<file path="src/rtl/instr_fetch_unit.sv">
// picoMIPS fetch stage: PC, program memory address, instruction register, branch flush.
// Define FETCH_HALT_EN to stop fetching on a HALT opcode.
module instr_fetch_unit #(
   parameter int                       ADDR_WIDTH   = 6,
   parameter int                       INSTR_WIDTH  = 24,
   parameter int                       OPCODE_WIDTH = 6,
   parameter logic [INSTR_WIDTH-1:0]   NOP_INSTR    = '0,
   parameter logic [OPCODE_WIDTH-1:0]  HALT_OPCODE  = 6'h3F
) (
   input  logic                    clk,
   input  logic                    reset,
   output logic [ADDR_WIDTH-1:0]   pm_addr,
   input  logic [INSTR_WIDTH-1:0]  pm_instr,
   input  logic                    stall,
   input  logic                    branch_en,
   input  logic                    branch_rel,
   input  logic [ADDR_WIDTH-1:0]   branch_target,
   output logic [INSTR_WIDTH-1:0]  ir,
   output logic [ADDR_WIDTH-1:0]   ir_pc,
   output logic                    ir_valid,
   output logic                    halted
);

   typedef enum logic [1:0] {ST_FILL, ST_RUN, ST_FLUSH, ST_HALT} state_t;

   state_t                   state_q, state_d;
   logic [ADDR_WIDTH-1:0]    pc_q, pc_d;
   logic [INSTR_WIDTH-1:0]   ir_q, ir_d;
   logic [ADDR_WIDTH-1:0]    ir_pc_q, ir_pc_d;
   logic                     ir_valid_q, ir_valid_d;
   logic [ADDR_WIDTH-1:0]    target;

   // Relative offset is two's complement; the natural-width add wraps modulo 2^ADDR_WIDTH.
   assign target = branch_rel ? (ir_pc_q + branch_target) : branch_target;

`ifdef FETCH_HALT_EN
   logic halted_q, halted_d;
   logic is_halt;
   assign is_halt = (ir_q[INSTR_WIDTH-1 -: OPCODE_WIDTH] == HALT_OPCODE);
`endif

   always_comb begin
      state_d    = state_q;
      pc_d       = pc_q;
      ir_d       = ir_q;
      ir_pc_d    = ir_pc_q;
      ir_valid_d = ir_valid_q;
`ifdef FETCH_HALT_EN
      halted_d   = halted_q;
`endif
      if (!stall) begin
         case (state_q)
            ST_FILL, ST_FLUSH: begin
               ir_d       = pm_instr;
               ir_pc_d    = pc_q;
               ir_valid_d = 1'b1;
               pc_d       = pc_q + 1'b1;
               state_d    = ST_RUN;
            end
            ST_RUN: begin
               if (branch_en && ir_valid_q) begin
                  pc_d       = target;
                  ir_d       = NOP_INSTR;
                  ir_valid_d = 1'b0;
                  state_d    = ST_FLUSH;
               end
`ifdef FETCH_HALT_EN
               else if (ir_valid_q && is_halt) begin
                  // PC already points past the HALT word and stays there.
                  ir_valid_d = 1'b0;
                  halted_d   = 1'b1;
                  state_d    = ST_HALT;
               end
`endif
               else begin
                  ir_d       = pm_instr;
                  ir_pc_d    = pc_q;
                  ir_valid_d = 1'b1;
                  pc_d       = pc_q + 1'b1;
               end
            end
            default: ;
         endcase
      end
   end

   always_ff @(posedge clk) begin
      if (reset) begin
         state_q    <= ST_FILL;
         pc_q       <= '0;
         ir_q       <= NOP_INSTR;
         ir_pc_q    <= '0;
         ir_valid_q <= 1'b0;
`ifdef FETCH_HALT_EN
         halted_q   <= 1'b0;
`endif
      end else begin
         state_q    <= state_d;
         pc_q       <= pc_d;
         ir_q       <= ir_d;
         ir_pc_q    <= ir_pc_d;
         ir_valid_q <= ir_valid_d;
`ifdef FETCH_HALT_EN
         halted_q   <= halted_d;
`endif
      end
   end

   assign pm_addr  = pc_q;
   assign ir       = ir_q;
   assign ir_pc    = ir_pc_q;
   assign ir_valid = ir_valid_q;
`ifdef FETCH_HALT_EN
   assign halted   = halted_q;
`else
   assign halted   = 1'b0;
`endif

endmodule
</file>
<file path="config.mk">
export PLATFORM = sky130hd
export DESIGN_NAME = instr_fetch_unit
export DESIGN_NICKNAME = d
export VERILOG_FILES = /design/src/rtl/instr_fetch_unit.sv
export SDC_FILE = /design/constraint.sdc
export NUM_CORES = 1
export LEC_CHECK = 0
export BUFFER_PORTS_ARGS = -buffer_cell sky130_fd_sc_hd__buf_4
export CORE_MARGIN = 3
export CORE_UTILIZATION = 47
export DETAILED_ROUTE_END_ITERATION = 8
export PLACE_DENSITY = 0.81
export SLEW_MARGIN = 20
export SYNTH_ARGS = -nofsm -noshare
export SYNTH_HDL_FRONTEND = slang
export SYNTH_SLANG_ARGS = --single-unit
</file>
<file path="constraint.sdc">
create_clock -name clk -period 2.1 [get_ports clk]
set_input_delay 0.21 -clock clk [delete_from_list [all_inputs] [get_ports clk]]
set_output_delay 0.21 -clock clk [all_outputs]
set_load 0.01 [all_outputs]
</file>
==> reports/results.ini, run 1 <==
[synth]
async_reset_ff_frac=0
postSynthCellCount=202
synth_most_common_cell=dfxtp_1
ys_types=39
ys_ff_latch=39
ys_seq_area_frac=0.4397
synth_edf_count=0
synth_area_um2=1775
ys_warn_count=0
yosysTopAreaCellShare=0.4397
synth_flop_cell=dfxtp_1
yosysTopAreaCell=dfxtp_1
netlist_top_cells_count=dfxtp_1 (39), nor2_1 (34), a22oi_1 (25), nand2_1 (17), a21oi_1 (13)
synth_area_leaders=dfxtp_1 (44%), a22oi_1 (11%), nor2_1 (7.2%)
synth.avg_cell_area_um2=8.789
syn-num-nets=244

[pwr]
p_int_uw=1306
vdd.ir_drop.worst_uv=471.1
p_clk_frac=0.366
p_leak_uw=0.001093
power_density_nw_per_um2=706.5
p_comb_frac=0.164
swShare=0.2416
seq_power_share=0.470
power_switching_uw=416.0

[route]
num_vias=1706
totalWireLength_mm=4.399
ant_nets=0
drc=0
firstDrtPassIters=4
wl_per_cell_um=13.79
post_drt_via_cell_ratio=5.348
drt_iter0_drc=117

[grt]
grt_pass1_wl_mm=6.996
grt-ovfl-total=0
grt-busiest-layer=met2
grt_start_max_net_pins=41
use_met2=0.3366
grt_use_total=0.2006
antenna_found_initial=0
gr-usage-met3=0.03827
use_met1=0.2487
grt_pass1_vias=1573

[placement]
gp_congestion=0.7968
dp_hpwl_mm=3.229
io_buffers=71

[critical_path]
rrSetupSlack_ns=0.38
cp_data_required_time_ns=2.26
reg2reg_depth=8
critPathCaptureType=register
cp_max_fo=3
critPathLaunchType=register
timing.rr.end=pm_addr[2]
worstPathArrival_ns=1.88
reg2reg_from=ir_pc[0]
crit_type=register to register

[clock_tree]
cts_root_buf=clkbuf_8
post-cts-setup-buffers=0
cts_hold_buffers=0
clockBufferDepth=2
clock-sinks=39
cts_resized=0
insertion_delay_ns=0.28
cts_tree=built
cts_buffers=5
clk_pin_slew_ns=0.07
cts_max_level=2

[floorplanning]
rows=21
die_area_um2=4551
pin_count=73
dieHeight_um=67.46
die_w_um=67.46
initial_core_util=0.5081
core_area_um2=3495

[layout]
fillers=319
diodes=0
drive_above_1_share=0.3297
synthToLayoutAreaGrowth_pct=37.28
nNetsFinal=314

[sta]
whs_ns=0.1584
fin_crit_ns=1.718
hold_viol_final=0
drv_slew=0
fmax_mhz=582.2
post-route-period-util=0.8180
rsz0062_at_grt=no
setup_viol=0
fin_tns_setup_ns=0
fin_skew_ns=0.003914

[hold_path]
hold_depth=3
hold_end=ir[5]
hp-class=primary input to register
hp-start=pm_instr[5]

[run]
maxCapViolations=0

[run_status]
outcome=completed

-- worst max-delay path, cell delays in order (launching register included) --
cell and delay [ns]:
dfxtp_1 0.35, ha_1 0.18, inv_1 0.06, fa_1 0.41, xnor2_1 0.15, mux2i_1 0.12, o21ai_0 0.08, a22oi_1 0.19
nor2_1 0.05
-- layer usage --
layer  wire length [um]  share of wire  vias to the layer above
met5                  0              0                        -
met4                 31         0.0070                        0
met3                210          0.048                        2
met2               2214           0.50                       41
met1               1944           0.44                      798
li1                   -              -                      865
-- cell families (layout without fill, tap and decap cells) --
group | Yosys count | in the layout | synth area share
simple gates | 70 | 70 | 0.1825
other cells | 1 | 1 | 0.002112
flops | 39 | 39 | 0.4397
buf+inv | 17 | 88 | 0.05566
xor+xnor | 3 | 3 | 0.01480
fa+ha+maj | 7 | 7 | 0.05356
compound gates | 63 | 63 | 0.2403
mux | 2 | 2 | 0.01128
-- state kept, by name, indices dropped and copies added, names as in the netlist --
register	cells
ir	24
ir_pc	6
ir_valid	1
pm_addr	6
state_q	2
-- cells in the final DEF, fill, tap and decap left out, types with 2 or more instances in the layout --
master | netlist | routed
a21oi_2 | 2 | 2
a31oi_1 | 2 | 2
clkbuf_8 | 0 | 6
a211oi_1 | 3 | 3
nor2_1 | 34 | 34
o21ai_0 | 8 | 8
a21oi_1 | 13 | 13
nand2_1 | 17 | 17
dfxtp_1 | 39 | 39
ha_1 | 6 | 6
buf_4 | 7 | 76
nor3_1 | 4 | 4
o21ai_1 | 2 | 2
a22oi_1 | 25 | 25
o21a_1 | 2 | 2
inv_1 | 4 | 4
and3_1 | 2 | 2
xor2_1 | 2 | 2
nand3_1 | 3 | 3
mux2i_1 | 2 | 2
o32ai_1 | 2 | 2
nor4_1 | 2 | 2
-- metrics by stage --
stage	area [um2]	instances	total power, uW	worst slack (ns)	utilization
global placement	2320	311	1101	0.4634	0.6638
finish	2437	319	1722	0.3822	0.6975
CTS	2437	319	1743	0.3789	0.6975
floorplan	1775	202	971.6	0.4605	-
detailed placement	2320	311	1109	0.3837	0.6638
global route	2437	319	1810	0.2704	0.6975
-- worst max-delay path by stage --
stage	slack (ns)	end	startpoint
3_3_place_gp	0.46	pm_addr[2]	ir_pc[0]
3_5_place_dp	0.38	pm_addr[2]	ir_pc[0]
2_1_floorplan	0.46	pm_addr[2]	ir_pc[0]
6_report	0.38	pm_addr[2]	ir_pc[0]
5_1_grt	0.27	pm_addr[2]	ir_pc[0]
4_1_cts	0.38	pm_addr[2]	ir_pc[0]
-- power groups by stage --
| stage | combinational [uW] | clock (uW) | sequential (uW) |
|---|---|---|---|
| floorplan | 133 | 0 | 838 |
| global placement | 278 | 0 | 824 |
| detailed placement | 283 | 0 | 825 |
| CTS | 284 | 649 | 809 |
| global route | 309 | 685 | 815 |
| finish | 282 | 631 | 809 |
-- layout make-up --
class                   count  area, um2  share of cell area
clock inverters             2      35.03             0.01437
inverters                   4      15.01            0.006160
repair buffers             76      570.5              0.2341
flip-flops and latches     39      780.7              0.3203
well taps                  46      57.56             0.02361
clock buffers               6      82.58             0.03388
multi-input cells         146      895.9              0.3676
No activity file was read; power rests on OpenSTA's default activity.
==> inputs of run 2 (changes only) <==
- clock period: 2.1 -> 1.78 ns (I/O delays scaled with it)
==> run 2 against run 1 <==
Effect of this change: clock-buffer cell count fell by 1; largest power group unchanged; clock skew rose by 0.0034 ns; maximum frequency rose by 2.4%; design area rose by 0.56%; via count rose by 0.94%; flip-flop and latch count did not move; sequential share of layout area fell by 0.13 points; setup slack got worse by 0.28 ns.
==> reports/results.ini, run 2 (synthesis results as in run 1) <==
[sta]
hold_viol_final=0
drv_slew=0
setup_viol=0
post-route-period-util=0.9420
rsz0062_at_grt=no
fin_tns_setup_ns=0
fmax_mhz=596.4
fin_skew_ns=0.007317
whs_ns=0.1229
fin_crit_ns=1.677

[critical_path]
startpoint=ir_pc[1]
worstPathArrival_ns=1.86
critPathCaptureType=register
reg2reg_depth=6
reg2reg_from=ir_pc[1]
timing.rr.end=pm_addr[5]
endpoint=pm_addr[5]
cp_max_fo=4
critPathLaunchType=register
rrSetupSlack_ns=0.10
cp_data_required_time_ns=1.96
crit_type=register to register

[run]
maxCapViolations=0

[floorplanning]
rows=21
die_w_um=67.46
dieHeight_um=67.46
core_area_um2=3495
die_area_um2=4551
initial_core_util=0.5081
pin_count=73

[clock_tree]
clk_pin_slew_ns=0.08
clock-sinks=39
cts_max_level=2
post-cts-setup-buffers=0
cts_buffers=5
insertion_delay_ns=0.29
clockBufferDepth=2
cts_tree=built
cts_root_buf=clkbuf_8

[pwr]
seq_power_share=0.474
p_int_uw=1508
swShare=0.2502
vdd.ir_drop.worst_uv=558.3
power_density_nw_per_um2=820.4
p_leak_uw=0.001100
p_clk_frac=0.359
power_switching_uw=503.2
p_comb_frac=0.167

[placement]
io_buffers=71
gp_congestion=0.7909
dpl_cell_area_um2=2335
dp_hpwl_mm=3.139

[layout]
final_area_um2=2451
diodes=0
largest_reg_flops=24
drive_above_1_share=0.3418
mostFrequentLayoutCell=buf_4
final_util=0.7014
layout_common_cells=buf_4 (78), dfxtp_1 (38), nor2_1 (34)
nNetsFinal=316
synthToLayoutAreaGrowth_pct=38.05

[grt]
grt_pass1_wl_mm=6.720
antenna_found_initial=0
grt_pass1_vias=1461
grt-ovfl-total=0
grt_use_total=0.1928
grt_start_max_net_pins=41

[route]
ant_nets=0
totalWireLength_mm=4.291
wl_per_cell_um=13.37
firstDrtPassIters=4
drt_iter0_drc=138
post_drt_via_cell_ratio=5.364
num_vias=1722
drc=0

[run_status]
outcome=completed

[hold_path]
hp-class=primary input to register

## run 2: changes by cell type in the layout (fill, tap and decap cells not counted), sizes merged
cell / previous run / this run
buf: 76 / 78
clkbuf: 6 / 5
clkinv: 1 / 2
## run 2: area by class of cell
| class | count | area (um2) |
|---|---|---|
| well taps | 46 | 57.56 |
| fillers | 316 | 1044 |
| flip-flops and latches | 39 | 782.0 |
| inverters | 4 | 15.01 |
| clock buffers | 5 | 68.82 |
| multi-input cells | 146 | 898.4 |
| clock inverters | 3 | 43.79 |
| repair buffers | 78 | 585.6 |
## run 2: per-layer routing
metal | global-route usage | vias to the layer above | wire length [um]
met3 | 0.03661 | 7 | 281
met4 | 0.06582 | 0 | 53
met5 | 0 | - | 0
met1 | 0.2526 | 796 | 1823
met2 | 0.3159 | 57 | 2132
li1 | - | 862 | -
## run 2: worst min-delay path by stage
| stage | endpoint | cells past startpoint | from | slack [ns] |
|---|---|---|---|---|
| 2_1_floorplan | ir[0] | 2 | pm_instr[0] | 0.33 |
| 3_3_place_gp | ir[5] | 3 | pm_instr[5] | 0.41 |
| 3_5_place_dp | ir[19] | 3 | pm_instr[19] | 0.42 |
| 4_1_cts | ir[19] | 3 | pm_instr[19] | 0.12 |
| 5_1_grt | ir[11] | 3 | pm_instr[11] | 0.12 |
| 6_report | ir[19] | 3 | pm_instr[19] | 0.12 |
## run 2: power by group through the flow
stage	clock [uW]	combinational, uW	sequential, uW
6_report	723	335	953
5_1_grt	781	371	961
4_1_cts	736	339	953
3_5_place_dp	0	336	973
3_3_place_gp	0	331	972
2_1_floorplan	0	157	989
## run 2: worst max-delay path, cell delays in order, from the launching register on
cell     delay [ns]
dfxtp_1        0.37
ha_1           0.25
a21oi_1        0.23
o21ai_0        0.20
nor4_1         0.24
o21ai_0        0.11
a31o_1         0.17
## run 2: metrics by stage
step,instances,power [uW],setup slack [ns]
2_1_floorplan,202,1146,0.1405
3_3_place_gp,313,1303,0.1519
3_5_place_dp,313,1309,0.1064
4_1_cts,321,2028,0.09540
5_1_grt,321,2112,0.007258
6_report,321,2011,0.1032
## run 2: timing repair
action	in CTS	in global routing
setup endpoints to repair	0	1
gates resized for setup	0	2
hold buffers	0	0
